===== src/rtl/add_pkg.sv =====
// rtl/add_pkg.sv - shared mode encodings and default width for the add_pipe block
package add_pkg;

    localparam int ADD_W_DEFAULT = 14;

    typedef enum logic [1:0] {
        MODE_ADD = 2'b00,
        MODE_SUB = 2'b01,
        MODE_ACC = 2'b10,
        MODE_CLR = 2'b11
    } mode_t;

endpackage


===== src/rtl/add_stage.sv =====
// rtl/add_stage.sv - one valid+data+ovf pipeline register with a shared advance enable
module add_stage #(
    parameter int W = 14
) (
    input  logic         clk,
    input  logic         rst,
    input  logic         adv,
    input  logic         d_valid,
    input  logic [W-1:0] d_data,
    input  logic         d_ovf,
    output logic         q_valid,
    output logic [W-1:0] q_data,
    output logic         q_ovf
);

    always_ff @(posedge clk or posedge rst) begin
        if (rst) begin
            q_valid <= 1'b0;
            q_data  <= '0;
            q_ovf   <= 1'b0;
        end else if (adv) begin
            q_valid <= d_valid;
            q_data  <= d_data;
            q_ovf   <= d_ovf;
        end
    end

endmodule


===== src/rtl/add_pipe.sv =====
// rtl/add_pipe.sv - pipelined signed add/sub/accumulate with overflow flag
// ADD_PIPE_SAT_EN defined: out-of-range results clamp; undefined: they wrap.
module add_pipe
    import add_pkg::*;
#(
    parameter int W      = ADD_W_DEFAULT,
    parameter int STAGES = 2
) (
    input  logic         clk,
    input  logic         rst,
    input  logic         in_valid,
    output logic         in_ready,
    input  logic [W-1:0] a,
    input  logic [W-1:0] b,
    input  logic [1:0]   mode,
    output logic         out_valid,
    input  logic         out_ready,
    output logic [W-1:0] sum,
    output logic         ovf
);

    logic         advance;
    logic         accept;
    logic [W-1:0] acc;
    logic [W:0]   a_x;
    logic [W:0]   b_x;
    logic [W:0]   acc_x;
    logic [W:0]   res;
    logic         ovf_c;
    logic [W-1:0] res_w;

    logic [STAGES:0] v;
    logic [STAGES:0] o;
    logic [W-1:0]    d [0:STAGES];

    assign advance  = out_ready | ~out_valid;
    assign in_ready = advance;
    assign accept   = in_valid & advance;

    // One guard bit is enough to hold any sum/difference of two W-bit values.
    always_comb begin
        a_x   = {a[W-1], a};
        b_x   = {b[W-1], b};
        acc_x = {acc[W-1], acc};
        res   = a_x;
        case (mode_t'(mode))
            MODE_ADD: res = a_x + b_x;
            MODE_SUB: res = a_x - b_x;
            MODE_ACC: res = acc_x + a_x;
            default:  res = a_x;
        endcase
    end

    assign ovf_c = res[W] ^ res[W-1];

    always_comb begin
        res_w = res[W-1:0];
`ifdef ADD_PIPE_SAT_EN
        if (ovf_c) begin
            res_w = res[W] ? {1'b1, {(W-1){1'b0}}} : {1'b0, {(W-1){1'b1}}};
        end
`endif
    end

    // acc is written on the accept edge, so the next beat already sees it.
    always_ff @(posedge clk or posedge rst) begin
        if (rst) begin
            acc <= '0;
        end else if (accept && (mode_t'(mode) == MODE_ACC || mode_t'(mode) == MODE_CLR)) begin
            acc <= res_w;
        end
    end

    assign v[0] = in_valid;
    assign o[0] = ovf_c;
    assign d[0] = res_w;

    for (genvar g = 0; g < STAGES; g++) begin : g_stage
        add_stage #(.W(W)) u_stage (
            .clk     (clk),
            .rst     (rst),
            .adv     (advance),
            .d_valid (v[g]),
            .d_data  (d[g]),
            .d_ovf   (o[g]),
            .q_valid (v[g+1]),
            .q_data  (d[g+1]),
            .q_ovf   (o[g+1])
        );
    end

    assign out_valid = v[STAGES];
    assign sum       = d[STAGES];
    assign ovf       = o[STAGES];

endmodule

===== config.mk =====
export PLATFORM = sky130hd
export DESIGN_NAME = add_pipe
export DESIGN_NICKNAME = d
export VERILOG_FILES = /design/src/rtl/add_pkg.sv /design/src/rtl/add_stage.sv /design/src/rtl/add_pipe.sv
export SDC_FILE = /design/constraint.sdc
export NUM_CORES = 1
export LEC_CHECK = 0
export CAP_MARGIN = 15
export CORE_MARGIN = 4
export CORE_UTILIZATION = 55
export CTS_CLUSTER_DIAMETER = 50
export DETAILED_ROUTE_END_ITERATION = 12
export GPL_TIMING_DRIVEN = 0
export PLACE_DENSITY = 0.84
export SYNTH_ARGS = -nofsm -noshare
export SYNTH_HDL_FRONTEND = slang
export SYNTH_HIERARCHICAL = 1
export SYNTH_SLANG_ARGS = --single-unit
export TNS_END_PERCENT = 30

===== constraint.sdc =====
create_clock -name clk -period 7.9 [get_ports clk]
set_input_delay 1.185 -clock clk [delete_from_list [all_inputs] [get_ports clk]]
set_output_delay 1.185 -clock clk [all_outputs]
set_load 0.02 [all_outputs]

Yosys cells after proc, flatten, opt, wreduce, memory -nomap -nowiden
Cells that the tools add are included.
Widths: inputs -> output; s select.

word-level totals
  flip-flop bits (word level) = 46
  word-level logic and storage cells = 21

cells by class
  add/sub/neg operators = 3
  equality and inequality tests = 3
  mux-type cells = 1
  bitwise operators = 4
  reductions and logical operators = 3

operator list
  kind                number
  $pmux 15 s3         1
  $add 14x14->15      2
  $sub 14x14->15      1
  $eq 2x2->1 const B  2
  $eq 2x1->1 const B  1
  $logic_not 2->1     1
  $and 1x1->1         1
  $logic_and 1x1->1   1
  $logic_or 1x1->1    1
  $not 1->1           1
  $or 1x1->1          1
  $xor 1x1->1         1

Logic depth before layout (Yosys ltp)
Gate-level depths: netlist (run 1).

  depth in word-level cells = 4
  gate-level depth with buffers = 17
  depth with buffers taken out = 17

Cells and area by module
The synthesis (run 1) kept the hierarchy.

modules (own cells, without submodules)
  module     instances  cells an instance  area an instance (µm²)  seq. area each (µm²)
  add_pipe   1          246                1,921.8                 350.3
  add_stage  2          35                 653.1                   400.4

Least setup slack after synthesis (run 1)
Ideal clock, no wire load.

  path kind = input -> register
  start point = input b[1]
  end point = register g_stage[0].u_stage.q_ovf
  arrival time = 4,117 ps
  slack = 3,658 ps
  cell stages on the path = 15
  path buffers = 1
  path through = nor3_4 nand4_1 or3_1 or3_1 a32oi_1 o22ai_1 ha_1 clkbuf_1 a31o_1 a311oi_1 a21oi_1 o311ai_1 xnor3_1 nor2_1 mux2_2

between the ends
  longest elaborated chain between the ends = 3
  elaborated cells between the ends (all ways) = 4

ends and longest elaborated chain
  element                                           RTL line                        RTL
  start, declared                                   add_pipe.sv:14                  input logic [W-1:0] b,
  $sub 14x14->15 or $add 14x14->15 (tied branches)  add_pipe.sv:48, add_pipe.sv:47
  $pmux 15 s3 (*)                                   add_pipe.sv:46                  case (mode_t'(mode))
  $xor 1x1->1 (*)                                   add_pipe.sv:54                  assign ovf_c = res[W] ^ res[W-1];
  named net o[0]                                    add_pipe.sv:33                  logic [STAGES:0] o;
  end signal, assigned                              add_stage.sv:24                 q_ovf <= d_ovf;
  end, declared                                     add_stage.sv:13                 output logic q_ovf

Mark *: on every way through the listed nets, which the timed path passes. The rest lies on a longest branch.
A chain may end at the register's enable or synchronous reset.

Worst setup path after layout (run 1)
  start point = input mode[0]
  end point = register g_stage[0].u_stage.q_ovf

between the ends
  longest elaborated chain between the ends = 3
  elaborated cells between the ends (all ways) = 5

ends and longest elaborated chain
  element                                   RTL line        RTL
  start, declared                           add_pipe.sv:15  input logic [1:0] mode,
  $eq 2x2->1, or another cell as far along  add_pipe.sv:46
  $pmux 15 s3 (*)                           add_pipe.sv:46
  $xor 1x1->1 (*)                           add_pipe.sv:54
  named net o[0]                            add_pipe.sv:33

Marks and branches as above.

==> results of run 1 <==
## worst max-delay path: stages
cell and delay (ns):
clkdlybuf4s50_1 0.50, inv_1 0.06, ha_1 0.31, clkbuf_1 0.37, clkbuf_1 0.45, o22ai_1 0.18, ha_1 0.38, a21oi_1 0.21
nor2_1 0.07, a21oi_1 0.23, nand2_1 0.12, o311ai_1 0.47, xnor3_1 0.51, nor2_1 0.17, mux2_2 0.18
## layout make-up
class,instances,area [um^2]
inverter,19,71.3
fill,457,1680
buffer,16,108
clock buffer,7,76.3
multi-input combinational,235,1900
timing repair buffer,50,500
tap,72,90.1
clock inverter,1,30.0
sequential,46,1150
## kinds of logic after synthesis
logic type	count (synthesis)	synth area share (%)
flops	46	35.7
simple gates	67	9.81
fa+ha+maj	21	8.37
xor+xnor	10	3.14
buf+inv	35	5.54
compound gates	85	17.1
mux	52	20.4
## layer usage
metal  up-vias  global-route usage (%)  wire length [um]
met3        14                    5.50               437
met1      1237                    28.7              3310
met4         0                    5.90               127
li1       1263                       -                 -
met2        94                    33.7              3440
met5         -                       0                 0
## cell usage in the layout (no fill, tap or decap), drive strengths merged, types with 5 or more instances in the layout
cell	n
mux2	51
a21oi	19
nand2	27
a21o	6
o22ai	8
nor3	5
xnor2	7
nor2	18
o31a	5
clkbuf	19
clkdlybuf4s50	50
inv	19
o21ai	21
ha	20
dfrtp	46
## worst paths after layout
check                                                   start                       endpoint  slack, ns  cells past startpoint
max in group asynchronous                                 rst   g_stage[0].u_stage/q_data[8]       6.14                      2
worst max register to register                         acc[1]       g_stage[0].u_stage/q_ovf       4.86                     11
worst min-delay path            g_stage[0].u_stage/q_data[12]  g_stage[1].u_stage/q_data[12]       0.51                      1
min in group asynchronous                                 rst                         acc[5]       1.31                      2
worst max-delay path                                  mode[0]       g_stage[0].u_stage/q_ovf       2.76                     15
worst min register to register  g_stage[0].u_stage/q_data[12]  g_stage[1].u_stage/q_data[12]       0.51                      1
## flip-flops by register name, indices dropped and copies added, names as in the netlist
name	count
acc	14
g_stage.u_stage/q_data	28
g_stage.u_stage/q_ovf	2
g_stage.u_stage/q_valid	2
## stage by stage
step                      worst slack, ns  instance area, um^2  util, %  hold WS [ns]  instances
after floorplan                      3.66                 3230        -         0.475        316
after global placement               2.60                 3820     68.1         0.487        438
after detailed placement             2.58                 3820     68.1         0.494        438
after CTS                            2.86                 3930     70.0         0.512        446
after global routing                 2.54                 3930     70.0         0.526        446
final                                2.76                 3930     70.0         0.510        446
## power by group
part	switching, uW	total [uW]	internal [uW]
logic	213	477	264
registers	57.4	392	335
clock network	72.7	167	94.7
total	343	1040	694
==> results.json, run 1 <==
{
  "status": "finished, final reports clean",
  "ys.flop_type": "dfrtp_1",
  "fmax_mhz": 195,
  "post_cts_buffers": 0,
  "holdCritPathClass": "flop to flop",
  "track_usage_pct": 21.2,
  "portBuffers": 50,
  "synthTopCellsByCount": "dfrtp_1, mux2_2, nand2_1",
  "vdd_ir_drop_max_mv": 0.235,
  "ctsHoldBuffers": 0,
  "setup_violations": 0,
  "async_reset_ff_share_pct": 100,
  "start_kind": "input pin",
  "crit_type": "input pin to flop",
  "required_ns": 8.14,
  "cts_tree": "built",
  "cts-htree-levels": 2,
  "cp.arrival_ns": 5.38,
  "tns_ns": 0,
  "hpwl_um": 5740,
  "area_growth_pct": 21.6,
  "synth.distinct_cells": 48,
  "synth_most_common_cell": "dfrtp_1",
  "antenna_found_initial": 0,
  "p_leak_uw": 0.00175,
  "grt_overflow": 0,
  "viasPerCell": 5.85,
  "p_total_uw": 1040,
  "fp-row-count": 27,
  "synth_area_per_cell_um2": 10.2,
  "drt_iter0_markers": 150,
  "wire_per_inst_um": 16.4,
  "vias": 2608,
  "fin_crit_ns": 5.14,
  "cts.clk_slew.worst_paths_ns": 0.08,
  "final.period_utilization_pct": 65.1,
  "synth_nets": 371,
  "dieArea_mm2": 0.00716,
  "end_kind": "flop",
  "root_buffer": "clkbuf_8",
  "synth_top_area_cell": "dfrtp_1",
  "start_util_pct": 57.6,
  "grt_pass1_wl_um": 12300,
  "report.final.slew_viol_count": 0,
  "yosysWarnings": 6,
  "rsz0062_at_grt": "false",
  "fin_worst_skew_ns": 0.00734,
  "drive_gt1_share_pct": 17.4,
  "numCtsBuffers": 5,
  "synthTopCellsByArea": "dfrtp_1, mux2_2, mux2_4",
  "drc": 0,
  "dr.pass1.iters": 5,
  "synth_edf_count": 0,
  "routabilityCongestion": 0.916,
  "slew-limit-headroom_pct": 57.0,
  "io_pins": 51,
  "syn_area_mm2": 0.00323,
  "synthDominantCellAreaShare_pct": 35.7,
  "die_y_um": 84.6,
  "ctsResizeCount": 0,
  "final_nets": 428,
  "synthCells": 316,
  "cts_buffer_depth": 2,
  "crit_path_max_fanout": 10,
  "ys_seq_elements": 46,
  "wirelength_um": 7320,
  "grt_pass1_vias": 2572,
  "antenna_cells": 0,
  "clk_latency_ns": 0.29,
  "route.antenna.remaining_nets": 0,
  "tightest_slew_ns": 0.644,
  "power_density_mw_per_mm2": 264,
  "fp.dieW_um": 84.6,
  "maxCapViolCount": 0,
  "core_area_mm2": 0.00561,
  "seq_area_frac_synth_pct": 35.7,
  "grt_max_degree": 17,
  "cts_num_sinks": 46,
  "hold_viol_final": 0
}
Note: power is estimated with default switching activity, not from simulation.
==> inputs of run 2 (changes only) <==
--- a/config.mk
+++ b/config.mk
@@ -7,11 +7,11 @@
 export LEC_CHECK = 0
 export CAP_MARGIN = 15
 export CORE_MARGIN = 4
-export CORE_UTILIZATION = 55
+export CORE_UTILIZATION = 54
 export CTS_CLUSTER_DIAMETER = 50
 export DETAILED_ROUTE_END_ITERATION = 12
 export GPL_TIMING_DRIVEN = 0
-export PLACE_DENSITY = 0.84
+export PLACE_DENSITY = 0.82
 export SYNTH_ARGS = -nofsm -noshare
 export SYNTH_HDL_FRONTEND = slang
 export SYNTH_HIERARCHICAL = 1
==> constraint.sdc (replaced) <==
create_clock -name clk -period 5.2 [get_ports clk]
set_input_delay 0.78 -clock clk [delete_from_list [all_inputs] [get_ports clk]]
set_output_delay 0.78 -clock clk [all_outputs]
set_load 0.02 [all_outputs]
==> results.json, run 2 (same netlist as run 1, synthesis figures left out) <==
{
  "grt_overflow": 0,
  "p_sw_uw": 525,
  "top_regs": "g_stage.u_stage/q_data (28), acc (14)",
  "critical_path.slowest_cell": "clkdlybuf4s50_1",
  "post-place-ws_ns": 0.311,
  "required_ns": 5.43,
  "finalCoreUtilization_pct": 69.6,
  "grt_max_degree": 17,
  "grt_pass1_vias": 2553,
  "rsz0062_at_grt": "false",
  "met3_length_um": 483,
  "fin_worst_skew_ns": 0.0103,
  "area_growth_pct": 21.6,
  "cts_num_sinks": 46,
  "cts_buffer_depth": 2,
  "power_density_mw_per_mm2": 402,
  "seq_area_mm2": 0.00115,
  "vias": 2614,
  "critPathBufInv": 4,
  "p_sw_share_pct": 33.2,
  "die_y_um": 85.3,
  "core_area_mm2": 0.00564,
  "drt_iter0_markers": 147,
  "hold_viol_final": 0,
  "p_leak_uw": 0.00175,
  "seqPwrFrac_pct": 37.4,
  "dr.pass1.iters": 5,
  "routabilityCongestion": 0.920,
  "slew-limit-headroom_pct": 55.8,
  "power_frac_comb_pct": 46.2,
  "grt_pass1_wl_um": 12500,
  "largest-register": "g_stage.u_stage/q_data",
  "internal_power_uw": 1050,
  "largest_reg_flops": 28,
  "portBuffers": 50,
  "reg2reg_slack_ns": 2.19,
  "start_kind": "input pin",
  "cpPeakStageDelay_ns": 0.50,
  "cp.arrival_ns": 4.95,
  "ctsHoldBuffers": 0,
  "multiInputGateArea_mm2": 0.00190,
  "route.antenna.remaining_nets": 0,
  "crit_path_max_fanout": 10,
  "wirelength_um": 7500,
  "ctsResizeCount": 0,
  "met1_length_um": 3310,
  "crit_type": "input pin to flop",
  "cp_cell_sequence": "clkdlybuf4s50_1, inv_1, ha_1, clkbuf_1, clkbuf_1, nand3b_1, nand2_1, ha_1, fa_1, a211oi_1, o21ai_2, o21ai_0, a21oi_1, o21a_1, o31ai_1, mux2_2",
  "fmax_mhz": 212,
  "cts_tree": "built",
  "drive_gt1_share_pct": 17.4,
  "tightest_slew_ns": 0.662,
  "post_cts_buffers": 0,
  "highest_layer": "met4",
  "antenna_found_initial": 0,
  "hpwl_um": 5910,
  "antenna_cells": 0,
  "maxCapViolCount": 0,
  "tns_ns": 0,
  "status": "finished, final reports clean",
  "wire_per_inst_um": 16.8,
  "final_common_cell": "clkdlybuf4s50_1",
  "worst_slack_ns": 0.473,
  "p_clk_share_pct": 16.4,
  "setup_violations": 0,
  "end_kind": "flop",
  "dr_wl_met2_um": 3620,
  "final_nets": 428,
  "cts-htree-levels": 2,
  "report.final.slew_viol_count": 0,
  "holdCritPathClass": "flop to flop",
  "layout_common_cells": "clkdlybuf4s50_1, dfrtp_1, mux2_2",
  "viasPerCell": 5.86,
  "final.period_utilization_pct": 90.9,
  "vdd_ir_drop_max_mv": 0.309,
  "cts.clk_slew.worst_paths_ns": 0.09,
  "start_util_pct": 57.2,
  "dieArea_mm2": 0.00728,
  "clk_latency_ns": 0.29,
  "numCtsBuffers": 5,
  "fin_crit_ns": 4.73,
  "fp-row-count": 27,
  "io_pins": 51,
  "fp.dieW_um": 85.3,
  "drc": 0,
  "nFillCells": 421,
  "cp_top_family": "compound AO/OA/AOI/OAI gates",
  "root_buffer": "clkbuf_8",
  "track_usage_pct": 21.3
}
[run 2: layout make-up]
type | instances | share of cell area [%]
sequential | 46 | 29.3
timing repair buffer | 50 | 12.8
clock buffer | 7 | 1.94
buffer | 16 | 2.74
multi-input combinational | 235 | 48.4
inverter | 19 | 1.82
clock inverter | 1 | 0.765
tap | 72 | 2.30
[run 2: power by group through the flow]
| stage | registers, uW | clock network [uW] | logic [uW] |
|---|---|---|---|
| 3_3_place_gp | 595 | 0 | 709 |
| 4_1_cts | 593 | 263 | 732 |
| 5_1_grt | 613 | 278 | 787 |
| 6_report | 591 | 259 | 729 |
| 3_5_place_dp | 599 | 0 | 728 |
| 2_1_floorplan | 645 | 0 | 426 |
[run 2: worst register-to-register path, cell delays in order, from the launching register on]
cell and delay [ns]:
dfrtp_1 0.38, a221oi_1 0.24, a21oi_1 0.13, ha_1 0.32, a21oi_1 0.21, nor2_1 0.11, o21ai_2 0.20, nand2_1 0.11
o311ai_1 0.42, xnor3_1 0.50, nor2_1 0.16, mux2_2 0.17
[run 2: per-stage QoR]
step	total power, uW	instance area, um^2	instances	hold WS (ns)
after floorplan	1070	3230	316	0.475
after global placement	1300	3820	438	0.487
after detailed placement	1330	3820	438	0.495
after CTS	1590	3930	446	0.514
after global routing	1680	3930	446	0.521
final	1580	3930	446	0.509
[run 2: per-layer routing]
layer	track usage, %	vias up
met5	0	-
met4	3.60	0
met3	3.88	10
met2	35.1	103
met1	29.6	1228
li1	-	1273
[run 2: path summary, 6_finish.rpt]
kind | start | endpoint | cells after the start
min in group asynchronous | rst | acc[6] | 2
hold / removal | g_stage[0].u_stage/q_data[12] | g_stage[1].u_stage/q_data[12] | 1
setup / recovery | mode[0] | acc[12] | 16
max in group asynchronous | rst | g_stage[1].u_stage/q_data[1] | 2
hold reg to reg | g_stage[0].u_stage/q_data[12] | g_stage[1].u_stage/q_data[12] | 1
setup reg to reg | acc[1] | g_stage[0].u_stage/q_ovf | 11
==> inputs of run 3 (changes only) <==
--- a/config.mk
+++ b/config.mk
@@ -6,12 +6,14 @@
 export NUM_CORES = 1
 export LEC_CHECK = 0
 export CAP_MARGIN = 15
+export CELL_PAD_IN_SITES_DETAIL_PLACEMENT = 0
+export CELL_PAD_IN_SITES_GLOBAL_PLACEMENT = 2
 export CORE_MARGIN = 4
-export CORE_UTILIZATION = 54
+export CORE_UTILIZATION = 34
 export CTS_CLUSTER_DIAMETER = 50
 export DETAILED_ROUTE_END_ITERATION = 12
 export GPL_TIMING_DRIVEN = 0
-export PLACE_DENSITY = 0.82
+export PLACE_DENSITY = 0.81
 export SYNTH_ARGS = -nofsm -noshare
 export SYNTH_HDL_FRONTEND = slang
 export SYNTH_HIERARCHICAL = 1
==> results.json, run 3 (same netlist as run 1, synthesis figures left out) <==
{
  "power_frac_comb_pct": 45.9,
  "top_regs": "g_stage.u_stage/q_data (28), acc (14)",
  "fp-row-count": 35,
  "clk_latency_ns": 0.29,
  "gr-usage-met2_pct": 24.4,
  "antenna_cells": 0,
  "fmax_mhz": 208,
  "p_leak_uw": 0.00175,
  "post_cts_buffers": 0,
  "slew-limit-headroom_pct": 59.3,
  "end_kind": "flop",
  "reg2reg_slack_ns": 2.03,
  "largest_reg_flops": 28,
  "top_usage_layer": "met2",
  "final_nets": 428,
  "use_met3_pct": 2.88,
  "crit_path_max_fanout": 10,
  "cts.clk_slew.worst_paths_ns": 0.09,
  "holdCritPathClass": "flop to flop",
  "fp.dieW_um": 105,
  "crit_type": "input pin to flop",
  "worstHoldEndpoint": "g_stage[1].u_stage/q_data[1]",
  "viasPerCell": 5.11,
  "ctsHoldBuffers": 0,
  "fin_crit_ns": 4.81,
  "min_path_cells": 1,
  "p_clk_share_pct": 16.6,
  "area_growth_pct": 24.0,
  "hold_start": "g_stage[0].u_stage/q_data[1]",
  "vdd_ir_drop_max_mv": 0.213,
  "internal_power_uw": 1050,
  "grt_overflow": 0,
  "route.antenna.remaining_nets": 0,
  "power_density_mw_per_mm2": 397,
  "start_kind": "input pin",
  "portBuffers": 50,
  "fin_worst_skew_ns": 0.00501,
  "io_pins": 51,
  "rsz0062_at_grt": "false",
  "p_sw_uw": 536,
  "cts_tree": "built",
  "root_buffer": "clkbuf_8",
  "antenna_found_initial": 0,
  "largest-register": "g_stage.u_stage/q_data",
  "fin_hold_ws_ns": 0.510,
  "track_usage_pct": 15.6,
  "grt_max_degree": 17,
  "drc": 0,
  "rr_endpoint": "acc[12]",
  "start_util_pct": 34.9,
  "report.final.slew_viol_count": 0,
  "drive_gt1_share_pct": 17.9,
  "hpwl_um": 6680,
  "routabilityCongestion": 0.831,
  "finalCoreUtilization_pct": 43.3,
  "dr.pass1.iters": 4,
  "vias": 2571,
  "grt_pass1_wl_um": 14000,
  "cp.arrival_ns": 5.05,
  "tightest_slew_ns": 0.610,
  "wire_per_inst_um": 16.6,
  "cts_buffer_depth": 2,
  "layout_common_cells": "clkdlybuf4s50_1, dfrtp_1, mux2_2",
  "grt_pass1_vias": 2650,
  "final_common_cell": "clkdlybuf4s50_1",
  "numCtsBuffers": 5,
  "cts_num_sinks": 46,
  "setup_violations": 0,
  "p_sw_share_pct": 33.7,
  "drt_iter0_markers": 122,
  "final.period_utilization_pct": 92.6,
  "cts-htree-levels": 2,
  "wirelength_um": 8350,
  "seqPwrFrac_pct": 37.5,
  "r2r_start": "acc[1]",
  "hold_viol_final": 0,
  "use_met1_pct": 22.6,
  "dieArea_mm2": 0.0111,
  "required_ns": 5.44,
  "critPathLaunch": "mode[0]",
  "ctsResizeCount": 0,
  "maxCapViolCount": 0,
  "die_y_um": 105,
  "status": "finished, final reports clean",
  "r2r_cells": 10,
  "core_area_mm2": 0.00924
}
-- run 3: cell count changes in the layout (fill, tap and decap cells not counted), sizes merged --
cell      change
clkinvlp      +1
clkbuf        -1
-- run 3: worst max path at each step --
stage	end	slack, ns
after detailed placement	acc[12]	-0.08
after floorplan	g_stage[0].u_stage/q_ovf	1.36
after CTS	acc[12]	0.24
final	acc[12]	0.39
after global placement	acc[12]	-0.1
after global routing	acc[12]	0.03
-- run 3: routing by layer --
layer | wire, um | vias to the layer above
met5 | 0 | -
met4 | 74 | 0
met3 | 361 | 8
met2 | 3790 | 56
met1 | 4130 | 1246
li1 | - | 1261
-- run 3: through the flow --
step / cell area (um^2) / setup TNS [ns] / std cells / power (uW) / setup WS, ns
floorplan: 3230 / 0 / 316 / 1070 / 1.36
global placement: 3890 / -0.195 / 495 / 1330 / -0.0991
detailed placement: 3890 / -0.140 / 495 / 1340 / -0.0755
CTS: 4000 / 0 / 503 / 1610 / 0.237
global route: 4000 / 0 / 503 / 1700 / 0.0301
finish: 4000 / 0 / 503 / 1590 / 0.387
-- run 3: critical path: stages --
cell	delay [ns]
clkdlybuf4s50_1	0.52
inv_1	0.06
ha_1	0.30
clkbuf_1	0.35
clkbuf_1	0.46
a21oi_1	0.22
fa_1	0.53
a211oi_1	0.41
o21ai_2	0.16
o21ai_0	0.25
a21oi_1	0.13
o21a_1	0.20
o31ai_1	0.43
mux2_2	0.24
-- run 3: final cells by class --
class	instances	area, um^2
fillers	906	5240
multi-input cells	235	1900
flip-flops and latches	46	1150
repair buffers	50	500
well taps	129	161
plain buffers	16	109
clock buffers	6	72.6
inverters	19	71.3
clock inverters	2	37.5
-- run 3: power by group through the flow --
| stage | Clock, uW | Sequential [uW] | Combinational, uW |
|---|---|---|---|
| after floorplan | 0 | 645 | 426 |
| after global placement | 0 | 601 | 727 |
| after detailed placement | 0 | 604 | 734 |
| after CTS | 272 | 599 | 737 |
| after global routing | 287 | 616 | 795 |
| final | 263 | 596 | 729 |
